**src/rtl/cpu_pkg.sv**
```systemverilog
// Shared CPU types and constants used by fetch and the decode pipeline register.
package cpu_pkg;

    localparam logic [31:0] NOP_INSTR  = 32'h0000_0000;
    localparam int unsigned WORD_BYTES = 4;

    typedef struct packed {
        logic [31:0] pc;
        logic [31:0] instr;
    } fetch_entry_t;

endpackage

```
**src/rtl/fetch_queue.sv**
```systemverilog
// Synchronous FIFO of fetch entries with push, pop and a flush that overrides both.
module fetch_queue
    import cpu_pkg::*;
#(
    parameter int unsigned DEPTH = 2
) (
    input  logic         clk_i,
    input  logic         rst_i,
    input  logic         push_i,
    input  fetch_entry_t push_entry_i,
    input  logic         pop_i,
    input  logic         flush_i,
    output fetch_entry_t head_o,
    output logic         full_o,
    output logic         empty_o
);

    localparam int unsigned PTR_W = (DEPTH > 1) ? $clog2(DEPTH) : 1;

    fetch_entry_t mem_q [DEPTH];

    logic [PTR_W-1:0] wr_ptr_q, wr_ptr_d;
    logic [PTR_W-1:0] rd_ptr_q, rd_ptr_d;
    logic [PTR_W:0]   count_q, count_d;

    logic do_push, do_pop;

    assign do_push = push_i & ~flush_i;
    assign do_pop  = pop_i & ~flush_i;

    always_comb begin
        wr_ptr_d = wr_ptr_q;
        rd_ptr_d = rd_ptr_q;
        count_d  = count_q;
        if (flush_i) begin
            wr_ptr_d = '0;
            rd_ptr_d = '0;
            count_d  = '0;
        end else begin
            // Pointers wrap naturally because DEPTH is a power of two.
            if (do_push) wr_ptr_d = wr_ptr_q + PTR_W'(1);
            if (do_pop)  rd_ptr_d = rd_ptr_q + PTR_W'(1);
            unique case ({do_push, do_pop})
                2'b10:   count_d = count_q + (PTR_W+1)'(1);
                2'b01:   count_d = count_q - (PTR_W+1)'(1);
                default: count_d = count_q;
            endcase
        end
    end

    always_ff @(posedge clk_i or posedge rst_i) begin
        if (rst_i) begin
            wr_ptr_q <= '0;
            rd_ptr_q <= '0;
            count_q  <= '0;
        end else begin
            wr_ptr_q <= wr_ptr_d;
            rd_ptr_q <= rd_ptr_d;
            count_q  <= count_d;
        end
    end

    always_ff @(posedge clk_i) begin
        if (do_push) mem_q[wr_ptr_q] <= push_entry_i;
    end

    assign head_o  = mem_q[rd_ptr_q];
    assign full_o  = (count_q == (PTR_W+1)'(DEPTH));
    assign empty_o = (count_q == '0);

endmodule

```
**src/rtl/instruction_fetch_unit.sv**
```systemverilog
// Fetch PC owner: drives imem, queues returned words with their PC, handles redirects.
module instruction_fetch_unit
    import cpu_pkg::*;
#(
    parameter logic [31:0] RESET_PC = 32'h0000_0000,
    parameter int unsigned QDEPTH   = 2
) (
    input  logic        Clk,
    input  logic        Rst,
    output logic [31:0] ImemAddress,
    input  logic [31:0] ImemInstruction,
    input  logic        Halt,
    input  logic        Redirect,
    input  logic [31:0] RedirectTarget,
    output logic        OutValid,
    input  logic        OutReady,
    output logic [31:0] OutInstruction,
    output logic [31:0] OutPC,
    output logic [31:0] OutPCPlus4
);

    logic [31:0]  fetch_pc_q, fetch_pc_d;
    logic         q_full, q_empty;
    logic         push, pop;
    fetch_entry_t head, new_entry;
    logic         unused_target_lsbs;

    assign unused_target_lsbs = ^RedirectTarget[1:0];

    assign OutValid = ~q_empty;
    assign pop      = OutValid & OutReady;
    // A pop frees a slot in the same cycle, so a full queue can still accept a push.
    assign push     = ~Redirect & ~Halt & (~q_full | pop);

    assign new_entry.pc    = fetch_pc_q;
    assign new_entry.instr = ImemInstruction;

    always_comb begin
        fetch_pc_d = fetch_pc_q;
        if (Redirect) begin
            fetch_pc_d = {RedirectTarget[31:2], 2'b00};
        end else if (push) begin
            fetch_pc_d = fetch_pc_q + 32'(WORD_BYTES);
        end
    end

    always_ff @(posedge Clk or posedge Rst) begin
        if (Rst) begin
            fetch_pc_q <= {RESET_PC[31:2], 2'b00};
        end else begin
            fetch_pc_q <= fetch_pc_d;
        end
    end

    fetch_queue #(
        .DEPTH (QDEPTH)
    ) u_fetch_queue (
        .clk_i        (Clk),
        .rst_i        (Rst),
        .push_i       (push),
        .push_entry_i (new_entry),
        .pop_i        (pop),
        .flush_i      (Redirect),
        .head_o       (head),
        .full_o       (q_full),
        .empty_o      (q_empty)
    );

    assign ImemAddress    = fetch_pc_q;
    assign OutInstruction = OutValid ? head.instr : NOP_INSTR;
    assign OutPC          = OutValid ? head.pc : 32'h0;
    assign OutPCPlus4     = OutValid ? head.pc + 32'(WORD_BYTES) : 32'h0;

endmodule
```
**config.mk**
```make
export PLATFORM = sky130hd
export DESIGN_NAME = instruction_fetch_unit
export DESIGN_NICKNAME = d
export VERILOG_FILES = /design/src/rtl/cpu_pkg.sv /design/src/rtl/fetch_queue.sv /design/src/rtl/instruction_fetch_unit.sv
export SDC_FILE = /design/constraint.sdc
export NUM_CORES = 1
export LEC_CHECK = 0
export CELL_PAD_IN_SITES_DETAIL_PLACEMENT = 0
export CELL_PAD_IN_SITES_GLOBAL_PLACEMENT = 2
export CORE_MARGIN = 10
export CORE_UTILIZATION = 35
export DETAILED_ROUTE_END_ITERATION = 7
export GPL_TIMING_DRIVEN = 1
export PLACE_DENSITY_LB_ADDON = 0.1
export SLEW_MARGIN = 5
export SYNTH_ARGS = -nofsm -noshare
export SYNTH_HDL_FRONTEND = slang
export SYNTH_SLANG_ARGS = --single-unit
```
**constraint.sdc**
```tcl
create_clock -name Clk -period 21 [get_ports Clk]
set_clock_uncertainty 0.2 [all_clocks]
set_input_delay 6.3 -clock Clk [delete_from_list [all_inputs] [get_ports Clk]]
set_output_delay 6.3 -clock Clk [all_outputs]
set_load 0.05 [all_outputs]
```
### Yosys cells after proc, flatten, opt, wreduce, memory -nomap -nowiden

Memory sizes are Yosys's and may differ from the RTL's.
Index checks and enable logic that the tools add are counted.

| operators by class | value |
|---|---|
| reductions and logical operators | 5 |
| order comparisons | 0 |
| mux-type cells | 13 |
| bitwise gates (word level) | 10 |
| $mul | 0 |
| shift-type cells | 0 |
| add/sub/neg operators | 6 |
| equality and inequality tests | 3 |
| div/mod/pow operators | 0 |

Operators by type and width:

| kind | count |
|---|---|
| two-way mux 32 bit | 5 |
| adder 32 x 3 -> 32 bit, second input constant | 2 |
| two-way mux 1 bit | 6 |
| nonzero test 2 bit | 3 |
| bitwise AND 1 bit | 5 |
| equality test 2 bit, second input constant | 2 |
| inverter 1 bit | 4 |
| case mux 2 bit (2 select lines) | 1 |
| nonzero test 3 bit | 1 |
| adder 1 bit, second input constant | 2 |
| adder 2 x 1 -> 2 bit, second input constant | 1 |
| equality test 2 x 1 -> 1 bit, second input constant | 1 |
| logical NOT 2 bit | 1 |
| two-way mux 2 bit | 1 |
| subtractor 2 x 1 -> 2 bit, second input constant | 1 |
| bitwise OR 1 bit | 1 |

| storage, ports and cells | value |
|---|---|
| ROM bits | 0 |
| memories kept | 1 |
| flip-flop bits (word level) | 36 |
| output and inout bits | 129 |
| input bits | 69 |
| latch bits | 0 |
| bits in writable memories | 128 |

Memory list:

| memory | words | bits a word | rd ports | clocked after Yosys merged registers in | write ports | line | source |
|---|---|---|---|---|---|---|---|
| u_fetch_queue.mem_q | 2 | 64 | 1 | 0 | 1 | fetch_queue.sv:20 | `fetch_entry_t mem_q [DEPTH];` |

### Depth between registers and ports, before layout

Gate-level depths: netlist of the first run.

| depth | value |
|---|---|
| depth after elaboration | 9 |
| depth in mapped cells | 12 |

### By module

Synthesis of the first run repeated with hierarchy kept, for this count alone.

| unflattened totals | value |
|---|---|
| cells, all modules | 656 |
| area, all modules | 8201.6 µm² |

Modules (own cells, without submodules):

| module | area each (µm²) | times used | sequential area each (µm²) | cells an instance |
|---|---|---|---|---|
| fetch_queue | 5042.3 | 1 | 3943.8 | 221 |
| instruction_fetch_unit | 3159.3 | 1 | 750.7 | 435 |

### Worst setup path after synthesis of the first run

Ideal clock, no wire load.

| timing | value |
|---|---|
| kind | input to register |
| start | in OutReady |
| end | mem u_fetch_queue.mem_q[1][0] (netlist bit), enable pin |
| slack | 7.189 ns |
| data arrival time | 12.955 ns |
| library setup time | 0.656 ns |
| buffers on the path | 1 |
| data required time | 20.144 ns |
| stages | 3 |
| path through | clkbuf_2 > nor3b_1 > nor4b_1 |

| between the ends | value |
|---|---|
| longest elaborated chain between the ends | 6 |

RTL lines:

| what | line | source |
|---|---|---|
| start: declaration | instruction_fetch_unit.sv:16 | `input logic OutReady,` |
| bitwise AND 1 bit | instruction_fetch_unit.sv:31 | `assign pop = OutValid & OutReady;` |
| bitwise OR 1 bit | instruction_fetch_unit.sv:33 | `assign push = ~Redirect & ~Halt & (~q_full \| pop);` |
| bitwise AND 1 bit | instruction_fetch_unit.sv:33 |  |
| bitwise AND 1 bit | fetch_queue.sv:28 | `assign do_push = push_i & ~flush_i;` |
| two-way mux 1 bit | fetch_queue.sv:64 | `if (do_push) mem_q[wr_ptr_q] <= push_entry_i;` |
| two-way mux 1 bit (implied by the code) | fetch_queue.sv:64 |  |
| end: declaration | fetch_queue.sv:20 |  |

No other way between the ends.

### Worst setup path after layout of the first run

| timing | value |
|---|---|
| start | reg u_fetch_queue.rd_ptr_q |
| end | out OutPCPlus4[28] |

| between the ends | value |
|---|---|
| longest elaborated chain between the ends | 3 |

RTL lines:

| what | line | source |
|---|---|---|
| start: declaration | fetch_queue.sv:23 | `logic [PTR_W-1:0] rd_ptr_q, rd_ptr_d;` |
| start signal: assignment | fetch_queue.sv:58 | `rd_ptr_q <= rd_ptr_d;` |
| memory (2 x 64 bit) | n/a |  |
| adder 32 x 3 -> 32 bit | instruction_fetch_unit.sv:72 | `assign OutPCPlus4 = OutValid ? head.pc + 32'(WORD_BYTES) : 32'h0;` |
| two-way mux 32 bit | instruction_fetch_unit.sv:72 |  |
| end: declaration | instruction_fetch_unit.sv:19 | `output logic [31:0] OutPCPlus4` |

No other way between the ends.

==> reports/metrics.csv, run 1 <==
metric;value;unit
status;complete, no violations;
final-seq-area;4578;µm²
ys_warn_count;0;
startpoint_type;flop;
grt_setup_unrepaired;false;
gr-usage-all-layers;0.1386;
antenna_found_initial;0;
cp_slowest_cell;buf_4;
cts.sinks;158;
fmax;91.95;MHz
core_area;21690;µm²
grt_pass1_vias;5246;
die_h;168.0;µm
fp.dieW;168.0;µm
hpwl;14230;µm
hold_class;flop to flop;
multi_input_area;2855;µm²
pre_cts_ws;10.48;ns
dr.first_iter.drc_count;328;
nets;870;
rows;54;
r2r_setup_slack;18.45;ns
post-route-min-period;10.88;ns
diodes;0;
holdBufCountCts;0;
viasPerCell;4.772;
synth-xor-area-share;0.05143;
critPathArrivalTime;4.38;ns
final_common_cell;clkdlybuf4s50_1;
clock_latency;0.42;ns
synthCells;619;
syn_area_per_cell;12.38;µm²
layout_common_cells;188 x clkdlybuf4s50_1, 124 x edfxtp_1, 84 x nor2_1;
fin_util;0.4762;
firstDrtPassIters;4;
min_to;u_fetch_queue.mem_q[0][63];
tns;0;ns
critPathKind;flop to output pin;
netlist_area;7664;µm²
p_per_area;85.12;nW/µm²
hp-start;ImemAddress[31];
synthMuxAreaShare;0.08686;
pin_count;198;
cp-end-kind;output pin;
start_util;0.3534;
drtAntennaViolNets;0;
grt_max_degree;82;
portBuffers;189;
timing.rr.end;u_fetch_queue.rd_ptr_q;
synth_edf_count;124;
layout_worst_path_cycle_share;0.5179;
synth_compound_area_frac;0.05535;
post_cts_buffers;0;
globalplace.congestion;0.7903;
relSlewSlack;0.3073;
cts_buffers;17;
ys_ff_latch;158;
ir_drop;0.05713;mV
worst_slew_pin_slew;1.039;ns
drcViolationCount;0;
area_growth;34.78;%
async_flop_share;0.2152;
overflow;0;
leakage;3.501;nW
grt_pass1_wl;31130;µm
h-tree-depth;4;
cts_tree;built;
drive_gt1_frac;0.1022;
total_power;0.8791;mW
ctsResizeCount;0;
setup_slack;10.12;ns
r2r-start;u_fetch_queue.count_q[1];
hold_depth;0;
clk_pin_slew;0.07;ns
wl;19690;µm
synth_top_family_by_area;simple AND/OR/NAND/NOR gates;
synthAdderAreaFrac;0.003265;
setup_viol;0;
clockBufferDepth;2;
ys_types;64;
maxCapViolCount;0;
synth_ff_type;edfxtp_1;
die_area;28210;µm²
synthSimpleGateAreaFrac;0.1701;
wl_per_cell;18.03;µm
yosysSeqAreaShare;0.5969;
report.final.slew_viol_count;0;
num_vias;5211;
max_stage_delay;0.84;ns
fillers;1976;
cts_root_buffer;clkbuf_16;
worstPathCellList;buf_4 > mux2i_1 > a21oi_4 > nand4_2 > or4_1 > nand2_1 > clkdlybuf4s50_1;
cp_max_fo;65;
reg2regPathDepth;6;
hold_ws;0.3318;ns
finalHoldViolations;0;
cp.required;14.50;ns
==> worst max path at each step <==
stage	start	end	slack, ns	cells past startpoint
global placement	u_fetch_queue.rd_ptr_q	OutPCPlus4[24]	10.49	7
global route	u_fetch_queue.rd_ptr_q	OutPCPlus4[24]	9.81	7
finish	u_fetch_queue.rd_ptr_q	OutPCPlus4[28]	10.12	7
floorplan	OutReady	u_fetch_queue.mem_q[1][0]	7.19	3
detailed placement	u_fetch_queue.rd_ptr_q	OutPCPlus4[24]	10.48	7
CTS	u_fetch_queue.rd_ptr_q	OutPCPlus4[24]	10.02	7
==> final cells by class <==
cell class,instances,share of cell area
multi-input cells,420,0.2764
inverters,7,0.002544
clock inverters,13,0.01078
well taps,280,0.03392
flip-flops and latches,158,0.4432
clock buffers,19,0.04603
repair buffers,195,0.1870
==> kinds of logic after synthesis <==
kind of cell               after synthesis
and+or+nand+nor                        239
DFF                                    158
muxes                                   65
AOI/OAI and AO/OA                       63
buffers and inverters                   46
xor gates and xnor gates                45
adders and majority gates                2
other                                    1
==> cell usage after synthesis (all sizes together) (3+ instances only) <==
| master | number | area share |
|---|---|---|
| and2 | 9 | 0.0077 |
| o21ai | 41 | 0.027 |
| nand2 | 61 | 0.030 |
| dfrtp | 34 | 0.11 |
| mux2i | 59 | 0.078 |
| a21oi | 3 | 0.0034 |
| buf | 23 | 0.023 |
| nand4 | 13 | 0.017 |
| mux2 | 6 | 0.0088 |
| inv | 7 | 0.0034 |
| o31ai | 5 | 0.0049 |
| nand3 | 20 | 0.014 |
| nor4 | 10 | 0.011 |
| and4 | 5 | 0.0062 |
| nor3 | 15 | 0.014 |
| clkbuf | 16 | 0.0093 |
| xnor2 | 29 | 0.033 |
| or4 | 3 | 0.0034 |
| nor2 | 85 | 0.042 |
| and3 | 3 | 0.0026 |
| o31a | 3 | 0.0034 |
| nand2b | 4 | 0.0033 |
| nand4b | 4 | 0.010 |
| xor2 | 16 | 0.018 |
| edfxtp | 124 | 0.49 |
==> report_power, final <==
part	switching, mW	total [mW]	internal (mW)
registers	0.0175	0.375	0.358
clock network	0.133	0.303	0.170
logic	0.132	0.201	0.0691
total	0.282	0.879	0.597
==> registers in the layout, indices dropped and copies added, names as in the netlist <==
| signal | cells |
|---|---|
| u_fetch_queue.mem_q | 124 |
| ImemAddress | 30 |
| u_fetch_queue.wr_ptr_q | 1 |
| u_fetch_queue.rd_ptr_q | 1 |
| u_fetch_queue.count_q | 2 |
==> metal layers <==
layer  GRT usage  routed length, µm  part of all wire
met1      0.1916               9555              0.49
met4     0.04050                187            0.0095
met3     0.03446                987             0.050
met2      0.2102               8958              0.45
met5           0                  0                 0
==> per-stage QoR <==
step                area, µm²  std cells
floorplan                7682        624
global placement         9742       1060
detailed placement       9742       1060
CTS                     10330       1092
global route            10330       1092
finish                  10330       1092
==> critical path, delay by kind of cell, from the launching register on <==
kind	cells	cell delay (ns)
buffers and inverters	2	1.64
and+or+nand+nor	3	1.02
DFF	1	0.57
muxes	1	0.38
AOI/OAI and AO/OA	1	0.32
Note: power is estimated with default switching activity, not from simulation.
==> run 2: changes to the inputs <==
--- a/config.mk
+++ b/config.mk
@@ -8,7 +8,7 @@
 export CELL_PAD_IN_SITES_DETAIL_PLACEMENT = 0
 export CELL_PAD_IN_SITES_GLOBAL_PLACEMENT = 2
 export CORE_MARGIN = 10
-export CORE_UTILIZATION = 35
+export CORE_UTILIZATION = 32
 export DETAILED_ROUTE_END_ITERATION = 7
 export GPL_TIMING_DRIVEN = 1
 export PLACE_DENSITY_LB_ADDON = 0.1
==> constraint.sdc (replaced) <==
create_clock -name Clk -period 10.6 [get_ports Clk]
set_clock_uncertainty 0.2 [all_clocks]
set_input_delay 3.18 -clock Clk [delete_from_list [all_inputs] [get_ports Clk]]
set_output_delay 3.18 -clock Clk [all_outputs]
set_load 0.05 [all_outputs]
==> run 2 against run 1 <==
Hold slack gained 0.0050 ns. Critical path depth is the same. Routed wire length grew 5.7%. Largest cell class unchanged. Highest routed layer unchanged.
==> reports/metrics.csv, run 2 (same netlist as run 1, synthesis figures left out) <==
metric;value;unit
critPathKind;flop to output pin;
globalplace.congestion;0.7894;
hpwl;14890;µm
h-tree-depth;4;
drive_gt1_frac;0.09975;
pwr-share-clk;0.346;
overflow;0;
area_growth;35.61;%
cts_buffers;17;
pre_cts_ws;3.051;ns
final_common_cell;clkdlybuf4s50_1;
worst_slew_pin_slew;0.9373;ns
portBuffers;189;
layout_worst_path_cycle_share;0.7493;
gr-usage-all-layers;0.1345;
start_util;0.3255;
grt_pass1_vias;5409;
die_area;30540;µm²
die_h;174.8;µm
status;complete, no violations;
drtAntennaViolNets;0;
post-route-min-period;7.942;ns
ctsResizeCount;0;
finalHoldViolations;0;
viasPerCell;4.672;
wl_per_cell;18.40;µm
dr.first_iter.drc_count;272;
core_area;23540;µm²
cp.required;7.22;ns
firstDrtPassIters;4;
cts.sinks;158;
post_cts_buffers;0;
grt_setup_unrepaired;false;
leakage;3.508;nW
report.final.slew_viol_count;0;
p_per_area;168.5;nW/µm²
comb_power_share;0.228;
intPower;1.206;mW
p_sw_frac;0.3110;
rows;56;
p_seq_frac;0.426;
cts_tree;built;
layout_common_cells;188 x clkdlybuf4s50_1, 124 x edfxtp_1, 84 x nor2_1;
nets;870;
wl;20810;µm
pin_count;198;
holdBufCountCts;0;
diodes;0;
top_register;u_fetch_queue.mem_q;
critPathArrivalTime;4.56;ns
fillers;2208;
cp_max_fo;61;
fmax;125.9;MHz
num_vias;5284;
ir_drop;0.09667;mV
tns;0;ns
grt_max_degree;82;
startpoint_type;flop;
p_sw;0.5445;mW
clockBufferDepth;2;
clk_pin_slew;0.07;ns
largest_register_ff_count;124;
fp.dieW;174.8;µm
setup_viol;0;
relSlewSlack;0.3751;
maxCapViolCount;0;
grt_pass1_wl;32210;µm
hold_class;flop to flop;
cp-end-kind;output pin;
clock_latency;0.41;ns
cts_root_buffer;clkbuf_16;
antenna_found_initial;0;
drcViolationCount;0;
setup_slack;2.658;ns
## run 2: stage by stage
| stage | utilization | hold slack, ns | total power [mW] | std cells | area, µm² |
|---|---|---|---|---|---|
| floorplan | - | 0.3247 | 1.017 | 624 | 7689 |
| global placement | 0.4162 | 0.3073 | 1.158 | 1099 | 9799 |
| CTS | 0.4414 | 0.3370 | 1.780 | 1131 | 10390 |
| detailed placement | 0.4162 | 0.3201 | 1.162 | 1099 | 9799 |
| global route | 0.4414 | 0.3652 | 1.828 | 1131 | 10390 |
| finish | 0.4414 | 0.3368 | 1.751 | 1131 | 10390 |
## run 2: final cells by class
| class | count | area [µm²] | area share |
|---|---|---|---|
| timing repair buffer | 195 | 1932 | 0.1859 |
| clock buffer | 22 | 496.7 | 0.04780 |
| multi-input combinational | 420 | 2864 | 0.2756 |
| sequential | 158 | 4578 | 0.4405 |
| inverter | 7 | 26.28 | 0.002528 |
| clock inverter | 10 | 96.34 | 0.009270 |
| tap | 319 | 399.1 | 0.03841 |
## run 2: worst max-delay path, cell delays in order (launching register included)
cell and delay (ns):
dfrtp_4 0.68, buf_4 0.82, nand4_1 0.33, a21oi_4 0.35
nand4_2 0.36, nor4_1 0.51, mux2_1 0.36, clkdlybuf4s50_1 0.71
## run 2: power by group through the flow
stage / registers [mW] / clock network, mW / logic [mW]
2_1_floorplan: 0.785 / 0 / 0.232
3_3_place_gp: 0.757 / 0 / 0.401
3_5_place_dp: 0.759 / 0 / 0.403
4_1_cts: 0.746 / 0.630 / 0.404
5_1_grt: 0.751 / 0.654 / 0.423
6_report: 0.746 / 0.607 / 0.398
## run 2: path summary, 6_finish.rpt
kind	from	endpoint	slack, ns	cells after the start
worst max-delay path	u_fetch_queue.rd_ptr_q	OutPCPlus4[24]	2.66	7
worst min-delay path	ImemAddress[31]	u_fetch_queue.mem_q[0][63]	0.34	0
max in group asynchronous	Rst	u_fetch_queue.rd_ptr_q	6.86	3
worst min register to register	ImemAddress[31]	u_fetch_queue.mem_q[0][63]	0.34	0
worst max register to register	u_fetch_queue.count_q[1]	u_fetch_queue.rd_ptr_q	8.03	6
min in group asynchronous	Rst	ImemAddress[24]	2.98	3
## run 2: metal layers
layer  routed length (µm)  global-route usage  up-vias
met5                    0                   0        -
met4                  222             0.03780        0
met3                 1204             0.03815       16
met2                 9467              0.2091      143
met1                 9918              0.1791     2537
li1                     -                   -     2588
==> run 3: changes to the inputs <==
==> constraint.sdc (replaced) <==
create_clock -name Clk -period 8.3 [get_ports Clk]
set_clock_uncertainty 0.2 [all_clocks]
set_input_delay 2.49 -clock Clk [delete_from_list [all_inputs] [get_ports Clk]]
set_output_delay 2.49 -clock Clk [all_outputs]
set_load 0.05 [all_outputs]
==> run 3 against run 2 <==
Sequential share of layout area is 0.17 points lower. First-iteration DRC count fell by 13%. Combinational power increased by 26%. Via count increased by 0.57%. Global-route usage fell by 0.083 points. Worst setup slack worse by 1.4 ns. Sequential power grew 28%. Critical endpoint unchanged.
==> reports/metrics.csv, run 3 (same netlist as run 1, synthesis figures left out) <==
metric;value;unit
status;complete, no violations;
holdBufCountCts;0;
layout_worst_path_cycle_share;0.8456;
layout_common_cells;188 x clkdlybuf4s50_1, 124 x edfxtp_1, 84 x nor2_1;
firstDrtPassIters;4;
clock_latency;0.42;ns
top_register;u_fetch_queue.mem_q;
cp.required;5.61;ns
worst_slew_pin_slew;1.028;ns
stdcell_count;1131;
cts_tree;built;
clk_pin_slew;0.07;ns
drcViolationCount;0;
dp_cells;1099;
startpoint_type;flop;
wl_per_cell;18.23;µm
hp-start;ImemAddress[31];
intPower;1.566;mW
die_h;174.8;µm
portBuffers;189;
p_seq_frac;0.423;
cp_max_fo;47;
maxCapViolCount;0;
grt_setup_unrepaired;false;
drive_gt1_frac;0.1010;
pin_count;198;
globalplace.congestion;0.7730;
core_area;23540;µm²
leakage;3.515;nW
wl_met3;1132;µm
post_cts_buffers;0;
start_util;0.3255;
ctsResizeCount;0;
highest_layer;met4;
min_to;u_fetch_queue.mem_q[1][63];
gr-usage-all-layers;0.1337;
cts.sinks;158;
ir_drop;0.1013;mV
nets;870;
clockBufferDepth;2;
timing.rr.end;ImemAddress[12];
grt_pass1_wl;31950;µm
tns;0;ns
rows;56;
max_stage_delay;0.90;ns
overflow;0;
comb_power_share;0.222;
reg2regPathDepth;5;
crit_family;buffers and inverters;
critPathKind;flop to output pin;
fp.dieW;174.8;µm
r2r_setup_slack;5.78;ns
critPathArrivalTime;4.33;ns
viasPerCell;4.698;
cts_root_buffer;clkbuf_16;
fin_util;0.4432;
h-tree-depth;4;
drtAntennaViolNets;0;
critPathBufInv;2;
area_growth;36.15;%
setup_viol;0;
grt_pass1_vias;5455;
grt_max_degree;81;
post-route-min-period;7.019;ns
num_vias;5314;
r2r-start;u_fetch_queue.count_q[1];
p_sw_frac;0.3077;
dr.first_iter.drc_count;237;
largest_register_ff_count;124;
p_per_area;216.8;nW/µm²
cp_slowest_cell;dfrtp_4;
p_sw;0.6962;mW
pwr-share-clk;0.354;
antenna_found_initial;0;
worstPathCellList;buf_4 > nand2_1 > o22ai_2 > nand4_2 > nor4_1 > mux2_1 > clkdlybuf4s50_1;
hold_class;flop to flop;
fmax;142.5;MHz
dr_wl_met2;9317;µm
finalHoldViolations;0;
diodes;0;
final_common_cell;clkdlybuf4s50_1;
wl;20620;µm
hold_depth;0;
cts_buffers;17;
hpwl;14880;µm
critical_path.startpoint;u_fetch_queue.rd_ptr_q;
die_area;30540;µm²
relSlewSlack;0.3130;
cp-end-kind;output pin;
report.final.slew_viol_count;0;
wl_met1;9841;µm
[run 3: cell type report]
class,instances,area (µm²)
flip-flops and latches,158,4578
clock inverters,9,93.84
clock buffers,23,531.8
fillers,2185,13110
repair buffers,195,1932
inverters,7,26.28
well taps,319,399.1
multi-input cells,420,2873
[run 3: stage by stage]
step | worst slack (ns) | area, µm² | power, mW | hold WS [ns]
floorplan | 1.402 | 7695 | 1.298 | 0.3419
detailed placement | 1.654 | 9808 | 1.484 | 0.3165
global route | 1.023 | 10430 | 2.358 | 0.3712
CTS | 1.202 | 10430 | 2.292 | 0.3329
finish | 1.282 | 10430 | 2.262 | 0.3312
global placement | 1.708 | 9808 | 1.478 | 0.3084
[run 3: worst max-delay path by stage]
stage | end | depth (start not counted)
after global routing | OutPCPlus4[24] | 7
after floorplan | u_fetch_queue.mem_q[1][0] | 3
after CTS | OutPCPlus4[24] | 7
final | OutPCPlus4[24] | 7
after detailed placement | OutPCPlus4[24] | 7
after global placement | OutPCPlus4[24] | 7
[run 3: power by group through the flow]
stage | Sequential [mW] | Clock (mW) | Combinational, mW
after detailed placement | 0.974 | 0 | 0.510
final | 0.958 | 0.801 | 0.503
after global placement | 0.972 | 0 | 0.506
after CTS | 0.958 | 0.823 | 0.511
after global routing | 0.965 | 0.859 | 0.534
after floorplan | 1.00 | 0 | 0.297
[run 3: per-layer routing]
layer | vias to the layer above | global-route usage
li1 | 2589 | -
met1 | 2554 | 0.1766
met2 | 152 | 0.2086
met3 | 19 | 0.03449
met4 | 0 | 0.04521
met5 | - | 0
==> RTL edit 1 (config.mk and constraints of run 2) <==
Add an input register stage for `RedirectTarget`, without a reset; this delays it by one clock. The other inputs are not delayed to match.
--- a/src/rtl/instruction_fetch_unit.sv
+++ b/src/rtl/instruction_fetch_unit.sv
@@ -19,13 +19,19 @@
     output logic [31:0] OutPCPlus4
 );
 
+    logic [31:0] RedirectTarget_q;
+
+    always_ff @(posedge Clk) begin
+        RedirectTarget_q <= RedirectTarget;
+    end
+
     logic [31:0]  fetch_pc_q, fetch_pc_d;
     logic         q_full, q_empty;
     logic         push, pop;
     fetch_entry_t head, new_entry;
     logic         unused_target_lsbs;
 
-    assign unused_target_lsbs = ^RedirectTarget[1:0];
+    assign unused_target_lsbs = ^RedirectTarget_q[1:0];
 
     assign OutValid = ~q_empty;
     assign pop      = OutValid & OutReady;
@@ -38,7 +44,7 @@
     always_comb begin
         fetch_pc_d = fetch_pc_q;
         if (Redirect) begin
-            fetch_pc_d = {RedirectTarget[31:2], 2'b00};
+            fetch_pc_d = {RedirectTarget_q[31:2], 2'b00};
         end else if (push) begin
             fetch_pc_d = fetch_pc_q + 32'(WORD_BYTES);
         end
Check against the original RTL: not equivalent (a bounded check fails within 4 cycles, from zero or initial values and one cycle with Rst high).
==> RTL edit 1 against run 2 <==
Critical path depth stayed put. Sequential share of layout area increased by 3.3 points. Cell area up 5.2%. Routed wire length is 5.2% higher. Setup slack better by 0.068 ns. Sequential cell count up 30. Power grew 6.4%. Area after synthesis increased by 5.9%.
==> RTL edit 1: results <==
# TYPE chip_impl_metric gauge
chip_impl_metric{name="cellInternalPower",unit="µW"} 1309
chip_impl_metric{name="filler_cell_count",unit=""} 2359
chip_impl_metric{name="synth_sequential_area_ratio",unit="%"} 63.78
chip_impl_metric{name="finalWirelength",unit="µm"} 21900
chip_impl_metric{name="via_count",unit=""} 5610
chip_impl_metric{name="maximum_number_of_pins_on_one_net_before_global_route_repair",unit=""} 77
chip_impl_metric{name="timing.slew.headroom",unit="%"} 31.65
chip_impl_metric{name="asyncSetResetFlopFracSynth",unit="%"} 18.09
chip_impl_metric{name="synth-compound-area-share",unit="%"} 5.644
chip_impl_metric{name="dr.first_iter.drc_count",unit=""} 283
chip_impl_metric{name="met1Wirelength",unit="µm"} 10380
chip_impl_metric{name="final.hold.worst_slack",unit="ns"} 0.2378
chip_impl_metric{name="routed_length_on_met2",unit="µm"} 10010
chip_impl_info{name="netlist_top_cells_area",value="edfxtp_1 46%, dfrtp_1 10%, dfxtp_1 7.4%"} 1
chip_impl_metric{name="syn-instance-count",unit=""} 666
chip_impl_info{name="hold_start",value="RedirectTarget_q[24]"} 1
chip_impl_metric{name="met2_track_demand_over_resource",unit="%"} 20.78
chip_impl_metric{name="grt_util_met1",unit="%"} 17.65
chip_impl_metric{name="layout.core_utilization",unit="%"} 43.68
chip_impl_metric{name="power_leakage",unit="µW"} 0.003746
chip_impl_metric{name="proportion_of_synthesized_area_in_mux_cells",unit="%"} 7.864
chip_impl_metric{name="worstPathArrival",unit="ns"} 4.49
chip_impl_metric{name="dp_hpwl",unit="µm"} 15560
chip_impl_metric{name="synthDistinctLibCells",unit=""} 55
chip_impl_metric{name="grtUsageTotal",unit="%"} 13.23
chip_impl_metric{name="synth-xor-area-share",unit="%"} 4.857
chip_impl_metric{name="drive_gt1_share",unit="%"} 6.721
chip_impl_metric{name="dpl_worst_slack",unit="ns"} 3.077
chip_impl_info{name="run_status",value="finished clean"} 1
chip_impl_metric{name="use_met3",unit="%"} 2.843
chip_impl_metric{name="place.detailed.instances",unit=""} 1161
chip_impl_info{name="synth_commonest_cells",value="124 x edfxtp_1, 78 x nor2_1, 66 x nand2_1, 57 x mux2i_1, 42 x o21ai_0"} 1
chip_impl_metric{name="placed_cell_area",unit="µm²"} 10340
chip_impl_metric{name="maximum_vdd_drop",unit="mV"} 0.07664
chip_impl_info{name="crit_path_end",value="OutPCPlus4[27]"} 1
[RTL edit 1: changes by cell type after synthesis, moves of 5 or more]
cell and delta:
a21oi_1 +13, clkbuf_1 +7, dfxtp_1 +30, nand2_1 +5
nand3_1 +10, nand4_1 +9, nor2_1 -7, nor3_2 -7
o21ai_0 +11, o21ai_1 -8, xnor2_1 -8, xor2_1 +8
[RTL edit 1: tightest hold or removal path, cell delays in order, from the launching register on]
cell and delay (ns):
dfxtp_1 0.31, nand2_1 0.04, o21ai_0 0.05
[RTL edit 1: power by group through the flow]
stage / Combinational (µW) / Sequential [µW] / Clock (µW)
global placement: 365 / 881 / 0
floorplan: 204 / 907 / 0
global route: 385 / 873 / 684
finish: 363 / 867 / 633
CTS: 369 / 867 / 656
detailed placement: 368 / 883 / 0
[RTL edit 1: area by class of cell]
class	instances	share of cell area, %
sequential	188	47.36
clock buffer	22	4.451
multi-input combinational	439	25.42
clock inverter	10	0.9497
timing repair buffer	197	17.80
inverter	7	0.2403
tap	330	3.776
==> RTL edit 2 (flow settings as in run 2) <==
Without the edit above. Set the parameter `QDEPTH` to 4 (it was 2).
--- a/src/rtl/instruction_fetch_unit.sv
+++ b/src/rtl/instruction_fetch_unit.sv
@@ -3,7 +3,7 @@
     import cpu_pkg::*;
 #(
     parameter logic [31:0] RESET_PC = 32'h0000_0000,
-    parameter int unsigned QDEPTH   = 2
+    parameter int unsigned QDEPTH   = 4
 ) (
     input  logic        Clk,
     input  logic        Rst,
Check against the original RTL: not equivalent (a bounded check fails within 4 cycles, from zero or initial values and one cycle with Rst high).
==> RTL edit 2 against run 2 <==
Largest cell class unchanged. Cell area increased by 53%. Clock power rose by 81%. Power is 150% higher. Routed wire length increased by 57%. Sequential cell count rose by 127. Setup slack worse by 0.29 ns. Highest routed layer is now met5. Via count up 37%. Utilization decreased by 2.8 points. Non-clock buffer count grew 7. Critical endpoint is now OutPCPlus4[28]. Count of clock-buffer cells in the layout rose by 21. Die area is 54% higher. Area after synthesis up 62%. Final cell count grew 34%.
==> RTL edit 2: results <==
# TYPE chip_impl_metric gauge
chip_impl_metric{name="gpl.final_weighted_congestion",unit=""} 0.7206
chip_impl_info{name="critical_path.reg2reg.startpoint",value="u_fetch_queue.count_q[2]"} 1
chip_impl_metric{name="post_synth_fa_ha_maj_area_fraction",unit="%"} 0.7667
chip_impl_metric{name="placed_cell_area",unit="µm²"} 14850
chip_impl_metric{name="drive_gt1_share",unit="%"} 12.93
chip_impl_metric{name="asyncSetResetFlopFracSynth",unit="%"} 12.98
chip_impl_metric{name="grt_pass1_vias",unit=""} 7709
chip_impl_metric{name="grt_antenna_before_repair",unit=""} 3
chip_impl_metric{name="tritoncts.num_buffers",unit=""} 31
chip_impl_metric{name="grtUsageTotal",unit="%"} 13.66
chip_impl_metric{name="proportion_of_synthesized_area_in_mux_cells",unit="%"} 13.03
chip_impl_info{name="run_status",value="finished clean"} 1
chip_impl_metric{name="tightestPinTransition",unit="ns"} 0.9672
chip_impl_metric{name="grt_util_met1",unit="%"} 17.65
chip_impl_metric{name="clock_tree.buffer_depth",unit=""} 3
chip_impl_metric{name="multi_input_gate_area",unit="µm²"} 3767
chip_impl_metric{name="route.met3.wl",unit="µm"} 1791
chip_impl_metric{name="depth_of_the_most_critical_reg_to_reg_path",unit=""} 4
chip_impl_metric{name="switching_share",unit="%"} 40.46
chip_impl_metric{name="synth-compound-area-share",unit="%"} 2.371
chip_impl_info{name="rr_endpoint",value="u_fetch_queue.mem_q[2][17]"} 1
chip_impl_metric{name="filler_cell_count",unit=""} 3619
chip_impl_info{name="critical_path.startpoint",value="u_fetch_queue.rd_ptr_q[0]"} 1
chip_impl_metric{name="synthDistinctLibCells",unit=""} 50
chip_impl_metric{name="pwr-share-clk",unit="%"} 25.1
chip_impl_info{name="top_layer_used",value="met5"} 1
chip_impl_metric{name="maximum_number_of_pins_on_one_net_before_global_route_repair",unit=""} 65
chip_impl_metric{name="wire_length_of_the_first_global_routing_pass",unit="µm"} 49490
chip_impl_metric{name="use_met3",unit="%"} 3.218
==> RTL edit 2: changes by cell type in the layout (fill, tap and decap cells not counted), sizes merged, moves of 6 or more <==
cell	run 2	this run
a21oi	3	10
and2	9	62
and3	3	9
buf	7	14
clkbuf	22	43
edfxtp	124	248
inv	12	18
mux2i	59	4
mux4	0	62
nand2	61	46
nor2	85	40
o21ai	41	34
or3	0	8
==> RTL edit 2: cell type report <==
type                    count  share of cell area (%)
multi-input cells         435                   23.72
clock inverters            15                   1.221
clock buffers              43                   5.293
well taps                 518                   4.080
diodes                      2                 0.03151
flip-flops and latches    285                   52.74
inverters                  18                  0.4253
repair buffers            202                   12.49
==> RTL edit 2: stage by stage <==
stage | std cells | hold slack, ns
floorplan | 781 | 0.3616
detailed placement | 1458 | 0.3790
global route | 1516 | 0.4327
CTS | 1516 | 0.3983
global placement | 1458 | 0.3621
finish | 1518 | 0.3923
